`src/rtl/rr_decoder_arbiter_if.sv`:
```
// Request/grant bundle between requesters and the round-robin arbiter.
// master: arbiter side (drives grants); slave: requester side (drives req).
interface rr_decoder_arbiter_if;
  logic [3:0] req;
  logic [3:0] gnt;
  logic [1:0] gnt_idx;
  logic       gnt_valid;
  logic       preempt;

  modport master (
    input  req,
    output gnt,
    output gnt_idx,
    output gnt_valid,
    output preempt
  );

  modport slave (
    output req,
    input  gnt,
    input  gnt_idx,
    input  gnt_valid,
    input  preempt
  );
endinterface

```
`src/rtl/rr_decoder_arbiter.sv`:
```
// Four-way round-robin arbiter with hold-timeout preemption.
// Ports: clk, rst (async high), bus (req in; gnt/gnt_idx/gnt_valid/preempt out).
module rr_decoder_arbiter #(
  parameter int MAX_HOLD = 8,
  parameter int CW       = 4
) (
  input  logic                       clk,
  input  logic                       rst,
  rr_decoder_arbiter_if.master       bus
);

  typedef enum logic [1:0] {
    IDLE,
    GRANT,
    GAP
  } state_t;

  state_t          state_q, state_d;
  logic [CW-1:0]   hold_cnt_q, hold_cnt_d;
  logic [1:0]      last_q, last_d;
  logic [1:0]      gnt_idx_q, gnt_idx_d;
  logic            gnt_valid_q, gnt_valid_d;
  logic            preempt_q, preempt_d;
  logic [3:0]      gnt_q, gnt_d;

  logic [1:0]      cand;
  logic [1:0]      win_idx;
  logic            win_found;
  logic [3:0]      others;

  // Rotating search starting just past the last winner; offset 4
  // wraps back onto last itself so a lone repeat requester still wins.
  always_comb begin
    cand      = '0;
    win_idx   = '0;
    win_found = 1'b0;
    for (int k = 1; k <= 4; k++) begin
      cand = last_q + 2'(k);
      if (!win_found && bus.req[cand]) begin
        win_found = 1'b1;
        win_idx   = cand;
      end
    end
  end

  assign others = bus.req & ~(4'b0001 << gnt_idx_q);

  always_comb begin
    state_d     = state_q;
    hold_cnt_d  = hold_cnt_q;
    last_d      = last_q;
    gnt_idx_d   = gnt_idx_q;
    gnt_valid_d = gnt_valid_q;
    preempt_d   = 1'b0;
    unique case (state_q)
      IDLE, GAP: begin
        if (win_found) begin
          state_d     = GRANT;
          gnt_idx_d   = win_idx;
          gnt_valid_d = 1'b1;
          last_d      = win_idx;
          hold_cnt_d  = CW'(1);
        end else begin
          state_d     = IDLE;
          gnt_idx_d   = '0;
          gnt_valid_d = 1'b0;
        end
      end
      GRANT: begin
        if (!bus.req[gnt_idx_q]) begin
          state_d     = GAP;
          gnt_idx_d   = '0;
          gnt_valid_d = 1'b0;
        end else if (hold_cnt_q == CW'(MAX_HOLD) && |others) begin
          state_d     = GAP;
          gnt_idx_d   = '0;
          gnt_valid_d = 1'b0;
          preempt_d   = 1'b1;
        end else if (hold_cnt_q != CW'(MAX_HOLD)) begin
          hold_cnt_d  = hold_cnt_q + CW'(1);
        end
      end
      default: begin
        state_d     = IDLE;
        gnt_idx_d   = '0;
        gnt_valid_d = 1'b0;
      end
    endcase
    gnt_d = gnt_valid_d ? (4'b0001 << gnt_idx_d) : 4'b0000;
  end

  always_ff @(posedge clk or posedge rst) begin
    if (rst) begin
      state_q     <= IDLE;
      hold_cnt_q  <= '0;
      last_q      <= 2'd3;
      gnt_idx_q   <= '0;
      gnt_valid_q <= 1'b0;
      preempt_q   <= 1'b0;
      gnt_q       <= '0;
    end else begin
      state_q     <= state_d;
      hold_cnt_q  <= hold_cnt_d;
      last_q      <= last_d;
      gnt_idx_q   <= gnt_idx_d;
      gnt_valid_q <= gnt_valid_d;
      preempt_q   <= preempt_d;
      gnt_q       <= gnt_d;
    end
  end

  assign bus.gnt       = gnt_q;
  assign bus.gnt_idx   = gnt_idx_q;
  assign bus.gnt_valid = gnt_valid_q;
  assign bus.preempt   = preempt_q;

endmodule
```
`src/flat_wrapper.sv`:
```
// flat-port wrapper written by rule: the top's interface ports become plain ports
module rr_decoder_arbiter_flat 
#(
  parameter int MAX_HOLD = 8,
  parameter int CW       = 4
)
  (clk, rst, bus_req, bus_gnt, bus_gnt_idx, bus_gnt_valid, bus_preempt);
  rr_decoder_arbiter_if bus_i ();
  input  logic clk;
  input  logic rst;
  input wire logic [$bits(bus_i.req)-1:0] bus_req;
  output wire logic [$bits(bus_i.gnt)-1:0] bus_gnt;
  output wire logic [$bits(bus_i.gnt_idx)-1:0] bus_gnt_idx;
  output wire logic [$bits(bus_i.gnt_valid)-1:0] bus_gnt_valid;
  output wire logic [$bits(bus_i.preempt)-1:0] bus_preempt;
  assign bus_i.req = bus_req;
  assign bus_gnt = bus_i.gnt;
  assign bus_gnt_idx = bus_i.gnt_idx;
  assign bus_gnt_valid = bus_i.gnt_valid;
  assign bus_preempt = bus_i.preempt;
  rr_decoder_arbiter #(.MAX_HOLD(MAX_HOLD), .CW(CW)) u_core (.clk(clk), .rst(rst), .bus(bus_i));
endmodule
```
`config.mk`:
```
export PLATFORM = sky130hd
export DESIGN_NAME = rr_decoder_arbiter_flat
export DESIGN_NICKNAME = d
export VERILOG_FILES = /design/src/rtl/rr_decoder_arbiter_if.sv /design/src/rtl/rr_decoder_arbiter.sv /design/src/flat_wrapper.sv
export SDC_FILE = /design/constraint.sdc
export NUM_CORES = 1
export LEC_CHECK = 0
export CAP_MARGIN = 10
export CORE_ASPECT_RATIO = 0.9
export CORE_MARGIN = 1
export CORE_UTILIZATION = 49
export CTS_BUF_LIST = sky130_fd_sc_hd__clkbuf_2 sky130_fd_sc_hd__clkbuf_4 sky130_fd_sc_hd__clkbuf_8
export CTS_CLUSTER_DIAMETER = 50
export CTS_CLUSTER_SIZE = 14
export DETAILED_ROUTE_END_ITERATION = 8
export HOLD_SLACK_MARGIN = 0.05
export PLACE_DENSITY = 0.77
export SKIP_LAST_GASP = 1
export SLEW_MARGIN = 20
export SYNTH_ARGS = -nofsm -noshare
export SYNTH_HDL_FRONTEND = slang
export SYNTH_SLANG_ARGS = --single-unit
```
`constraint.sdc`:
```
create_clock -name clk -period 1.6 [get_ports clk]
set_input_delay 0.32 -clock clk [delete_from_list [all_inputs] [get_ports clk]]
set_output_delay 0.32 -clock clk [all_outputs]
set_load 0.01 [all_outputs]
```
; ---- Word level (Yosys, flattened, before mapping)
; Index checks and enable logic that the tools add are counted.
[word_totals]
ff_bits = 16
output_inout_bits = 8
[classes]
n_addsub = 4
magnitude_cmp = 5
n_eq_ne = 9
shift = 2
mux = 39
n_bitwise = 2
n_reduce_logical = 13
[ops]
columns = op, count
row1 = two-way mux 4 bit, 5
row2 = two-way mux 2 bit, 9
row3 = two-way mux 1 bit, 16
row4 = < comparator 2 x 3 -> 1 bit (second input constant), 5
row5 = binary-select mux 1 bit (select 2 bit), 5
row6 = case mux 2 bit (2 select lines), 2
row7 = case mux 4 bit (2 select lines), 1
row8 = << shifter 1 x 2 -> 4 bit (first input constant), 2
row9 = != test 2 x 1 -> 1 bit (second input constant), 3
row10 = AND reduction 5 bit, 1
row11 = adder 2 bit (second input constant), 2
row12 = adder 4 x 1 -> 4 bit (second input constant), 1
row13 = bitwise AND 4 bit, 1
row14 = == test 4 bit (second input constant), 1
row15 = logical AND 1 bit, 4
row16 = != test 4 bit (second input constant), 1
row17 = NOT 4 bit, 1
row18 = OR reduction 4 bit, 1
row19 = logical NOT 1 bit, 3
row20 = != test 3 bit (second input constant), 1
row21 = adder 2 x 1 -> 2 bit (second input constant), 1
row22 = == test 2 x 1 -> 1 bit (second input constant), 1
row23 = == test 2 bit (second input constant), 1
row24 = logical NOT 2 bit, 1
row25 = 5 further kinds, 5

; ---- Longest topological paths before layout
[logic_depth]
ltp_word = 17
mapped_depth = 7

; ---- Worst setup path before layout
; Ideal clock, no wire load.
[synth_path]
kind = reg2reg
start = register u_core.gnt_idx_q[1] (netlist: u_core.bus.gnt_idx[1])
end = register u_core.gnt_q[1] (netlist: u_core.bus.gnt[1])
setup_ns = 0.120
arrival_time_ns = 1.459
path_slack_ns = 0.021
path_stages_with_launch = 7
synth_period_minus_slack_ns = 1.579
cell_sequence = dfrtp_1 -> buf_6 -> nor4b_2 -> nor3_1 -> o21ai_2 -> a32o_2 -> and3b_1
[synth_between]
elab_chain_cells = 10
[synth_lines]
columns = item, line
row1 = from (decl), rr_decoder_arbiter.sv:21  ; logic [1:0] gnt_idx_q, gnt_idx_d;
row2 = from (signal assigned), rr_decoder_arbiter.sv:105  ; gnt_idx_q <= gnt_idx_d;
row3 = << shifter 1 x 2 -> 4 bit, rr_decoder_arbiter.sv:46  ; assign others = bus.req & ~(4'b0001 << gnt_idx_q);
row4 = NOT 4 bit, rr_decoder_arbiter.sv:46
row5 = bitwise AND 4 bit, rr_decoder_arbiter.sv:46
row6 = OR reduction 4 bit, rr_decoder_arbiter.sv:74  ; end else if (hold_cnt_q == CW'(MAX_HOLD) && |others) begin
row7 = logical AND 1 bit, rr_decoder_arbiter.sv:74
row8 = two-way mux 2 bit, rr_decoder_arbiter.sv:74
row9 = two-way mux 2 bit *, rr_decoder_arbiter.sv:70  ; if (!bus.req[gnt_idx_q]) begin
row10 = case mux 2 bit (2 select lines) *, rr_decoder_arbiter.sv:55  ; unique case (state_q)
row11 = net u_core.gnt_idx_d[1], rr_decoder_arbiter.sv:21
row12 = << shifter 1 x 2 -> 4 bit *, rr_decoder_arbiter.sv:89  ; gnt_d = gnt_valid_d ? (4'b0001 << gnt_idx_d) : 4'b0000;
row13 = two-way mux 4 bit *, rr_decoder_arbiter.sv:89
row14 = net u_core.gnt_d[1], rr_decoder_arbiter.sv:24  ; logic [3:0] gnt_q, gnt_d;
row15 = to (signal assigned), rr_decoder_arbiter.sv:108  ; gnt_q <= gnt_d;
row16 = to (decl), rr_decoder_arbiter.sv:24
; The timed path passes the listed nets; every way through them passes the cells marked *. The select of a mux whose other input is x is not followed.
; A chain may end at the register's enable or synchronous reset.

; ---- Final worst setup path
; Ends and elaborated chain as after synthesis.

==> run metrics <==
slowest stage cell, crit path=dfrtp_2; H-tree depth=1; P per Cell Area=1731 mW/mm2; area leader, netlist=dfrtp_1; Layout Nets=134; synthesized flop and latch total=16; Final Max Tran Viols=0; CTS tree=built; RSZ-0062 raised after global routing=yes; Initial Util=55.63%; Final Non-Filler Cells=147; Setup WS post-layout=-0.1477 ns; WP data required=1.80 ns; number of flops mapped to enable cells by yosys=0; total power=2.313 mW; Post-Synth Simple-Gate Area=24.89%; Leak Pwr=0.6425 nW; commonest non-fill, non-tap cell in the layout=buf_4; Die ar.=0.001926 mm2; largest net degree at the start of global routing=17; DP Wirelength=1365 um; Die Span X=46.15 um; Syn. warnings=0; CP Capture Type=register; min-delay worst type=in -> async; Synth area leaders=dfrtp_1 (41%), dfstp_2 (6.1%), nor2_1 (3.9%), ha_1 (2.9%), mux2i_1 (2.3%); global-route wire length before repair=3801 um; layout cells sized above 1=40.80%; CP max stage delay=0.44 ns; Worst Tran Pin Value=0.4085 ns; Mapped Avg Cell Area=10.74 um2; Worst VDD drop=1.352 mV; ratio of routed vias to standard cells=5.639; via count=829; crit path cell chain=buf_12 -> nor4b_2 -> nor3_1 -> o21ai_2 -> a32o_2 -> and3b_1; GRT Total Usage=28.03%; die height=41.74 um; initial antenna violation count=0; drt pass-1 iters=4; Clock Latency Late Sink=0.30 ns; Final Setup Violations=8; ys flop type=dfrtp_1; Sink Count=16; Syn-to-layout area delta=55.46%; Inst Count DP=136; GR Overflow Total=0; DRC errors left=0; GPL Wtd Cong=0.8338; diode count=0; type of origin of the critical path=register; Seq/Total Area, Yosys=46.87%; setup TNS=-0.6925 ns; Root Driver=clkbuf_4; TritonCTS Buffers=3; final hold slack=0.3108 ns; Worst Setup SP=u_core.bus.gnt_idx[1]$_DFF_PP0_; Final period util=109.2%; CP Max Fanout=6; mux cell area share after synthesis=3.930%; Internal Power=1.470 mW; Data arrival, critical path=1.95 ns; Util after Layout=86.48%; Clk pwr share=12.4%; Synth Cell Area=859.6 um2; port buffer count=13; commonest cells after routing, fill and taps aside=buf_4 (27), dfrtp_1 (13), nor2_1 (9); Routed WL=2490 um; I/O pin count=14; Max Clk Rate=0.5722 GHz; compound-cell area share of the yosys netlist=15.87%; WL/cell=16.94 um; Core Area=0.001545 mm2; Synth Area in Adders=2.911%; fin crit period=1.748 ns; share of the synthesized area in the top cell type=40.76%; cell count after synthesis=80; Comb pwr share=58.7%; Psw=0.8425 mW; sw frac=36.43%; status=complete, but fails checks; Reg power frac=28.8%; Worst-path clk slew=0.11 ns; xor/xnor share of the synthesized area=2.038%; final hold violations=0; Rel. slew slack=72.77%; Setup Crit Path Kind=reg -> reg; Clock Skew=0.003273 ns; Async S/R FF share, synth=100.0%; max-cap viol count=0; antenna viol nets, final=0; Rows=13; number of global-route vias before repair=828; 1st-iter DRT viols=30; reg2reg start=u_core.bus.gnt_idx[1]$_DFF_PP0_; deepest clock path buffer count=2; Synthesized Nets=88; Distinct cells, synth=39; largest family of logic cells by synthesized area=simple AND/OR/NAND/NOR gates; failing checks=setup timing
## power by group through the flow
stage,clock network (mW),registers [mW],logic [mW]
floorplan,0,0.704,0.533
global placement,0,0.678,1.03
detailed placement,0,0.675,1.05
CTS,0.275,0.659,1.19
global route,0.304,0.681,1.45
finish,0.287,0.667,1.36
## logic make-up (layout without fill, tap and decap cells)
family,count (synthesis),after routing
AOI/OAI and AO/OA,16,16
xor gates and xnor gates,2,2
adders and majority gates,2,2
buffers and inverters,6,51
DFF,16,16
muxes,3,3
and+or+nand+nor,35,35
## final cells by class
type | count | area, um2
Clock buffer | 4 | 36.28
Fill cell | 76 | 209.0
Inverter | 5 | 18.77
Multi-Input combinational cell | 58 | 488.0
Sequential cell | 16 | 404.1
Tap cell | 22 | 27.53
Timing Repair Buffer | 42 | 361.6
## cell usage after synthesis, drive strengths merged (2+ instances only)
| master | count |
|---|---|
| nor2b | 3 |
| nor3 | 2 |
| dfstp | 2 |
| inv | 5 |
| and3b | 2 |
| mux2i | 3 |
| and2b | 2 |
| a21o | 3 |
| nor2 | 9 |
| a31oi | 2 |
| o21ai | 2 |
| nand2 | 5 |
| dfrtp | 14 |
| nand3b | 2 |
| ha | 2 |
| xor2 | 2 |
## flip-flops by register name, indices dropped and copies added (netlist names)
name,flops
u_core.bus.gnt,4
u_core.state_q,2
u_core.last_q,2
u_core.hold_cnt_q,4
u_core.bus.preempt,1
u_core.bus.gnt_idx,2
u_core.bus.gnt_valid,1
## metrics by stage
stage | instance area [um2] | worst slack (ns)
floorplan | 859.6 | 0.02148
global placement | 1171 | -0.3913
detailed placement | 1171 | -0.4392
CTS | 1271 | -0.07734
global route | 1336 | -0.2042
finish | 1336 | -0.1477
## routing by layer
metal | global-route usage, % | wire length, um
met1 | 37.68 | 1043
met2 | 43.10 | 1241
met3 | 6.087 | 140
met4 | 11.18 | 64
met5 | 0 | 0
## what timing repair did
| item | 4_1_cts | 5_1_grt |
|---|---|---|
| pin swaps | 6 | 8 |
| cloned | 0 | 0 |
| endpoints found under the hold margin | 0 | 0 |
| gates resized for setup | 9 | 9 |
| buffers inserted | 5 | 3 |
| hold buffers | 0 | 0 |
| endpoints found under the setup margin | 9 | 13 |
## path summary, 6_finish.rpt
kind	end	slack, ns	cells past startpoint
max	u_core.bus.gnt[1]$_DFF_PP0_	-0.15	6
min	u_core.bus.gnt_idx[0]$_DFF_PP0_	0.31	3
max reg2reg	u_core.bus.gnt[1]$_DFF_PP0_	-0.15	6
min reg2reg	u_core.last_q[0]$_DFFE_PP1P_	0.54	1
max in group asynchronous	u_core.last_q[0]$_DFFE_PP1P_	1.05	3
min in group clk	u_core.last_q[0]$_DFFE_PP1P_	0.54	1
## critical path: cells and delay by family, from the launching register on
family	cells	cell delay, ns
compound gates	2	0.49
simple gates	3	0.56
flops	1	0.44
buf+inv	1	0.15
Note: power is estimated with default switching activity, not from simulation.
